[src/rtl/conv_seq_pkg.sv]
// Shared types and defaults for the convolution frame sequencer.
package conv_seq_pkg;

  // Sequencer state | meaning
  // IDLE            | waiting for start
  // RUN             | issuing reads in raster order as grants arrive
  // DRAIN           | all reads issued, waiting for in-flight writes
  // DONE            | one-cycle completion, bumps the frame counter
  typedef enum logic [1:0] {
    IDLE  = 2'd0,
    RUN   = 2'd1,
    DRAIN = 2'd2,
    DONE  = 2'd3
  } seq_state_t;

  localparam int DEF_FRAME_W = 640;
  localparam int DEF_FRAME_H = 480;

  // Smallest address width that covers every pixel of a w x h frame.
  function automatic int addr_width(input int w, input int h);
    int n;
    n = w * h;
    return (n > 1) ? $clog2(n) : 1;
  endfunction

endpackage

[src/rtl/valid_addr_delay.sv]
// Fixed-depth valid+address shift register. any_valid reports entries that
// have not yet reached the output stage (including the one entering now), so a
// controller can tell whether more writes are still to come.
module valid_addr_delay #(
  parameter int DEPTH  = 3,
  parameter int ADDR_W = 19
) (
  input  logic              clk,
  input  logic              reset,
  input  logic              flush,
  input  logic              valid_in,
  input  logic [ADDR_W-1:0] addr_in,
  output logic              valid_out,
  output logic [ADDR_W-1:0] addr_out,
  output logic              any_valid
);

  generate
    if (DEPTH == 0) begin : g_pass
      logic unused_ok;
      assign unused_ok = ^{clk, reset, flush};
      assign valid_out = valid_in;
      assign addr_out  = addr_in;
      assign any_valid = 1'b0;
    end else begin : g_shift
      logic [DEPTH-1:0]  vld;
      logic [ADDR_W-1:0] adr [DEPTH];
      logic              pend;

      // Valid bits shift every cycle; flush drops everything in flight.
      always_ff @(posedge clk) begin
        if (reset || flush) begin
          vld <= '0;
        end else begin
          vld[0] <= valid_in;
          for (int i = 1; i < DEPTH; i++) vld[i] <= vld[i-1];
        end
      end

      // Addresses ride alongside the valid bits; only reset clears them.
      always_ff @(posedge clk) begin
        if (reset) begin
          for (int i = 0; i < DEPTH; i++) adr[i] <= '0;
        end else begin
          adr[0] <= addr_in;
          for (int i = 1; i < DEPTH; i++) adr[i] <= adr[i-1];
        end
      end

      // Pending = entering entry or any stage short of the output.
      always_comb begin
        pend = valid_in;
        for (int i = 0; i < DEPTH - 1; i++) pend = pend | vld[i];
      end

      assign valid_out = vld[DEPTH-1];
      assign addr_out  = adr[DEPTH-1];
      assign any_valid = pend;
    end
  endgenerate

endmodule

[src/rtl/conv_frame_sequencer.sv]
// Drives one raster-order read pass over a frame and mirrors each read as a
// write L = RD_LAT + ENG_LAT cycles later.
//
// state | meaning
// IDLE  | waiting for start
// RUN   | one read per granted cycle, address advances by one
// DRAIN | last read issued, waiting for pending writes
// DONE  | done pulse, frame_count increments
module conv_frame_sequencer
  import conv_seq_pkg::*;
#(
  parameter int FRAME_W = DEF_FRAME_W,
  parameter int FRAME_H = DEF_FRAME_H,
  parameter int ADDR_W  = addr_width(DEF_FRAME_W, DEF_FRAME_H),
  parameter int RD_LAT  = 2,
  parameter int ENG_LAT = 1,
  parameter int CNT_W   = 16
) (
  input  logic                       clk,
  input  logic                       reset,
  input  logic                       start,
  input  logic                       abort,
  input  logic                       mem_grant,
  output logic                       rd_en,
  output logic [ADDR_W-1:0]          rd_addr,
  output logic [$clog2(FRAME_W)-1:0] pix_x,
  output logic [$clog2(FRAME_H)-1:0] pix_y,
  output logic                       wr_en,
  output logic [ADDR_W-1:0]          wr_addr,
  output logic                       busy,
  output logic                       done,
  output logic [CNT_W-1:0]           frame_count
);

  localparam int XW = $clog2(FRAME_W);
  localparam int YW = $clog2(FRAME_H);
  localparam int L  = RD_LAT + ENG_LAT;
  localparam logic [XW-1:0]     X_LAST = XW'(FRAME_W - 1);
  localparam logic [ADDR_W-1:0] A_LAST = ADDR_W'(FRAME_W * FRAME_H - 1);

  seq_state_t        state, state_nx;
  logic [XW-1:0]     x;
  logic [YW-1:0]     y;
  logic [ADDR_W-1:0] addr;
  logic              issue, take_start, finish, any_pending;

  // Next state and per-cycle strobes; abort overrides everything.
  always_comb begin
    state_nx   = state;
    issue      = 1'b0;
    take_start = 1'b0;
    finish     = 1'b0;
    case (state)
      IDLE: if (start) begin
        state_nx   = RUN;
        take_start = 1'b1;
      end
      RUN: if (mem_grant) begin
        issue = 1'b1;
        if (addr == A_LAST) state_nx = DRAIN;
      end
      DRAIN: if (!any_pending) state_nx = DONE;
      DONE: begin
        finish   = 1'b1;
        state_nx = IDLE;
      end
      default: state_nx = IDLE;
    endcase
    if (abort) begin
      state_nx   = IDLE;
      issue      = 1'b0;
      take_start = 1'b0;
      finish     = 1'b0;
    end
  end

  // State, raster counters and registered read outputs.
  always_ff @(posedge clk) begin
    if (reset) begin
      state       <= IDLE;
      x           <= '0;
      y           <= '0;
      addr        <= '0;
      rd_en       <= 1'b0;
      rd_addr     <= '0;
      pix_x       <= '0;
      pix_y       <= '0;
      frame_count <= '0;
    end else begin
      state <= state_nx;
      rd_en <= issue;
      if (take_start) begin
        x    <= '0;
        y    <= '0;
        addr <= '0;
      end
      if (issue) begin
        rd_addr <= addr;
        pix_x   <= x;
        pix_y   <= y;
        addr    <= addr + 1'b1;
        if (x == X_LAST) begin
          x <= '0;
          y <= y + 1'b1;
        end else begin
          x <= x + 1'b1;
        end
      end
      if (finish) frame_count <= frame_count + 1'b1;
    end
  end

  assign busy = (state == RUN) || (state == DRAIN);
  assign done = finish;

  valid_addr_delay #(
    .DEPTH (L),
    .ADDR_W(ADDR_W)
  ) u_delay (
    .clk      (clk),
    .reset    (reset),
    .flush    (abort),
    .valid_in (rd_en),
    .addr_in  (rd_addr),
    .valid_out(wr_en),
    .addr_out (wr_addr),
    .any_valid(any_pending)
  );

endmodule

[config.mk]
export PLATFORM = sky130hd
export DESIGN_NAME = conv_frame_sequencer
export DESIGN_NICKNAME = d
export VERILOG_FILES = /design/src/rtl/conv_seq_pkg.sv /design/src/rtl/valid_addr_delay.sv /design/src/rtl/conv_frame_sequencer.sv
export SDC_FILE = /design/constraint.sdc
export NUM_CORES = 1
export LEC_CHECK = 0
export CORE_MARGIN = 5
export CORE_UTILIZATION = 27
export DETAILED_ROUTE_END_ITERATION = 10
export SLEW_MARGIN = 10
export SYNTH_ARGS = -nofsm -noshare
export SYNTH_HDL_FRONTEND = slang
export SYNTH_SLANG_ARGS = --single-unit
[constraint.sdc]
create_clock -name clk -period 2.1 [get_ports clk]
set_input_delay 0.315 -clock clk [delete_from_list [all_inputs] [get_ports clk]]
set_output_delay 0.315 -clock clk [all_outputs]
set_load 0.01 [all_outputs]
==> PnR_summary.wiki <==
{| class="wikitable"
! Metric !! Value
|-
| Cell with the biggest individual delay on the critical path || sky130_fd_sc_hd__or4_4
|-
| Most numerous cell in the Yosys netlist || sky130_fd_sc_hd__dfxtp_1
|-
| Clock Pin Slew Worst Setup and Hold Paths || about 0.060 ns
|-
| Critical Path Sink Type || flop
|-
| Reg-to-reg endpoint || addr[17]$_SDFFE_PP0P_
|-
| Library cell occupying the most area in the post-synthesis netlist || sky130_fd_sc_hd__dfxtp_1
|-
| Transition at the pin with the smallest max-transition slack || ~0.46 ns
|-
| Number of nets with antenna violations after detailed routing || 0
|-
| Worst ir drop on vdd || 0.505 mV
|-
| Worst Slack Setup Final || between 0.06 and 0.07 ns
|-
| Maximum cell stage delay along the critical path || between 0.5 and 0.6 ns
|-
| Post-synthesis sequential element count || approximately 160
|-
| Vias in the first global route || between 4k and 5k
|-
| Drt first pass iters || 5
|-
| Share of flip-flops with an asynchronous set or reset after synthesis || 0
|-
| R2R Path Start || state[1]$_SDFFE_PP0P_
|-
| Detailed-route via count || 4563
|-
| Clock skew after layout || roughly 0.0061 ns
|-
| Ordered list of cells on the worst path || inv_1 > ha_4 > nand3b_4 > or4_4 > nor4_2 > mux2_2
|-
| Antenna Diode Count || 0
|-
| Leading post-synthesis cells by cell area || sky130_fd_sc_hd__dfxtp_1 (53%), sky130_fd_sc_hd__nor2b_1 (6.5%), sky130_fd_sc_hd__nand2_1 (4.7%)
|-
| Number of cells produced by synthesis || 625
|-
| Horiz. Die Dim || 158 um
|-
| Yosys warning count || 0
|-
| Antenna violations before repair || 0
|-
| Average detailed-routed wire length per instance || 13.4 um
|-
| Total Neg Setup Slack || 0 ns
|-
| Shortest period the worst path allows || 2.03 ns
|-
| Sequential-to-total area share from yosys stat || 0.526
|-
| Area growth from synthesis to final layout || 30.0%
|-
| Fraction of layout cells with a size suffix above 1 || 0.118
|-
| Setup crit start || state[1]$_SDFFE_PP0P_
|-
| Most used flip-flop cell after synthesis || sky130_fd_sc_hd__dfxtp_1
|-
| Leftover overflow at the end of global routing || 0
|-
| Status || finished, final reports clean
|-
| Core area || 21700 sq um
|-
| Clock H-tree levels || 4
|-
| Worst setup path endpoint || addr[17]$_SDFFE_PP0P_
|-
| Count of routing violations after the opening detailed-route iteration || 301
|-
| Count of flip-flops with a built-in enable after synthesis || 0
|-
| Height of the die || approximately 160 um
|-
| Die Footprint || 24900 sq um
|-
| Stages on the worst setup path || 6
|-
| Setup Buffers After CTS || 0
|-
| Crit start category || flop
|-
| Port Buf Inserts || 81
|-
| Synthesized Nets || around 640
|-
| GRT Total Usage || 0.113
|-
| Count of final hold-check violations || 0
|-
| Pins over their slew limit || 0
|-
| Number of vias per cell after detailed routing || around 4.5
|-
| Post-synth top area share || 0.526
|-
| Average instance area after synthesis || 9.44 sq um
|-
| Crit Path Class || reg2reg
|-
| Top achievable clock speed || around 490 MHz
|-
| Worst setup slack after placement || -0.189 ns
|-
| Wire length of the first global-routing pass || about 22000 um
|-
| Maximum number of pins on one net before global-route repair || around 110
|-
| Total Wirelength || 13400 um
|-
| Post-route fraction of the period consumed by the critical path || 0.969
|-
| Count of maximum capacitance violations || 0
|-
| Ranking of synthesized cells by instance count || sky130_fd_sc_hd__dfxtp_1 (155), sky130_fd_sc_hd__nand2_1 (74), sky130_fd_sc_hd__nor2b_1 (61)
|-
| Number of placement rows || between 50 and 60
|-
| Final non-filler cell area || 7670 sq um
|-
| Path type of the worst min-delay path || in2reg
|-
| Number of sinks handled by clock tree synthesis || 155
|-
| Required time of the critical path || 2.42 ns
|-
| Dominant delay contributor by cell family on the critical path || simple AND/OR/NAND/NOR gates
|-
| Netlist Area Pre-Place || a little under 6000 sq um
|-
| Synth unique cells || 54
|-
| Unrepaired setup endpoints after global routing || true
|-
| Number of buffers created by CTS || 17
|-
| Count of unresolved DRC violations after routing || 0
|-
| Max FO, Critical Path || 7
|-
| Leakage power summed over all cells || ~0.0028 uW
|-
| Data arrival time at the worst-slack endpoint || 2.35 ns
|-
| Number of setup violations in the final report || 0
|-
| Clk Latency, worst-skew pair || 0.43 ns
|-
| Cell depth of the worst min-delay path || 3
|-
| Clock tree root driver cell || sky130_fd_sc_hd__clkbuf_16
|-
| Area post-placement || 7080 sq um
|-
| Rel. slew slack || 0.696
|-
| Total power density per cell area || 796 nW/um^2
|-
| Number of nets at the end of the flow || roughly 720
|-
| IO Count || slightly above 80
|-
| Initial Utilization || 0.272
|-
| DP Wirelength || 9110 um
|-
| Flop-to-flop setup slack || 0.07 ns
|-
| Clock tree buffer depth || 2
|-
| TritonCTS clock tree || built
|-
| Number of buffers and inverters on the critical path || 1
|-
| Worst hold slack across all endpoints || approximately 0.36 ns
|-
| Worst reg-to-reg path cell count || 6
|-
| Global placement routability congestion || around 0.84
|}
-- metal layers --
metal	share of wire	track usage	vias up
li1	-	-	2337
met1	0.48	0.151	2107
met2	0.44	0.166	109
met3	0.070	0.0383	10
met4	0.0089	0.0467	0
met5	0	0	-
-- repair_timing --
action,in CTS,in global routing
gates resized for setup,2,3
cloned,0,0
setup endpoints to repair,2,2
hold buffers,0,0
-- layout by cell type (no fill, tap or decap), types with 12 or more instances in the layout --
cell type and count:
sky130_fd_sc_hd__nor2b_1 61, sky130_fd_sc_hd__a21oi_1 44, sky130_fd_sc_hd__clkdlybuf4s50_1 78, sky130_fd_sc_hd__dfxtp_1 155, sky130_fd_sc_hd__o21ai_0 12, sky130_fd_sc_hd__clkbuf_16 17
sky130_fd_sc_hd__nor2_1 32, sky130_fd_sc_hd__o22a_1 13, sky130_fd_sc_hd__nand2_1 74, sky130_fd_sc_hd__buf_4 38, sky130_fd_sc_hd__nand3_1 25
-- worst register-to-register path, stage by stage (launching register included) --
cell	delay [ns]
sky130_fd_sc_hd__dfxtp_1	0.31
sky130_fd_sc_hd__inv_1	0.12
sky130_fd_sc_hd__ha_4	0.20
sky130_fd_sc_hd__nand3b_4	0.10
sky130_fd_sc_hd__or4_4	0.59
sky130_fd_sc_hd__nor4_2	0.24
sky130_fd_sc_hd__mux2_2	0.36
-- logic make-up after synthesis --
family | Yosys count | share of synthesized area
DFF | 155 | 0.526
adders and majority gates | 9 | 0.0191
muxes | 10 | 0.0178
xor gates and xnor gates | 12 | 0.0178
and+or+nand+nor | 267 | 0.244
AOI/OAI and AO/OA | 110 | 0.121
buffers and inverters | 62 | 0.0545
-- worst min path at each step --
| stage | endpoint | start |
|---|---|---|
| after floorplan | u_delay.g_shift.adr[0][19]$_SDFF_PP0_ | u_delay.g_shift.adr[0][0]$_SDFF_PP0_ |
| after global placement | u_delay.g_shift.adr[0][24]$_SDFF_PP0_ | u_delay.g_shift.adr[0][5]$_SDFF_PP0_ |
| after detailed placement | u_delay.g_shift.adr[0][38]$_SDFF_PP0_ | u_delay.g_shift.adr[0][19]$_SDFF_PP0_ |
| after CTS | addr[7]$_SDFFE_PP0P_ | reset |
| after global routing | pix_y[0]$_SDFFE_PP0P_ | reset |
| final | pix_x[9]$_SDFFE_PP0P_ | reset |
-- layout make-up --
cell class                      instances  area (sq um)
Multi-Input combinational cell        408          2510
Clock inverter                         14           133
Sequential cell                       155          3100
Timing Repair Buffer                  119          1100
Inverter                                9          33.8
Clock buffer                           18           439
Tap cell                              280           350
Fill cell                            2175         14000
-- flip-flops by register name, summed over array words and instances, names as in the netlist, 2 cells and up --
register and count:
u_delay.g_shift.adr 57, addr 19, rd_addr 19, frame_count 16
pix_x 10, x 10, pix_y 9, y 9
u_delay.g_shift.vld 3, state 2
-- power by group --
group	internal, uW	switching [uW]
sequential	2960	9.50
combinational	80.2	123
clock	1590	1340
-- metrics by stage --
stage	power, uW	std cells	utilization
final	6100	1003	0.354
after global routing	6350	1003	0.354
after detailed placement	3240	971	0.326
after CTS	6200	1003	0.353
after floorplan	3160	625	-
after global placement	3240	971	0.326
Note: power is estimated with default switching activity, not from simulation.
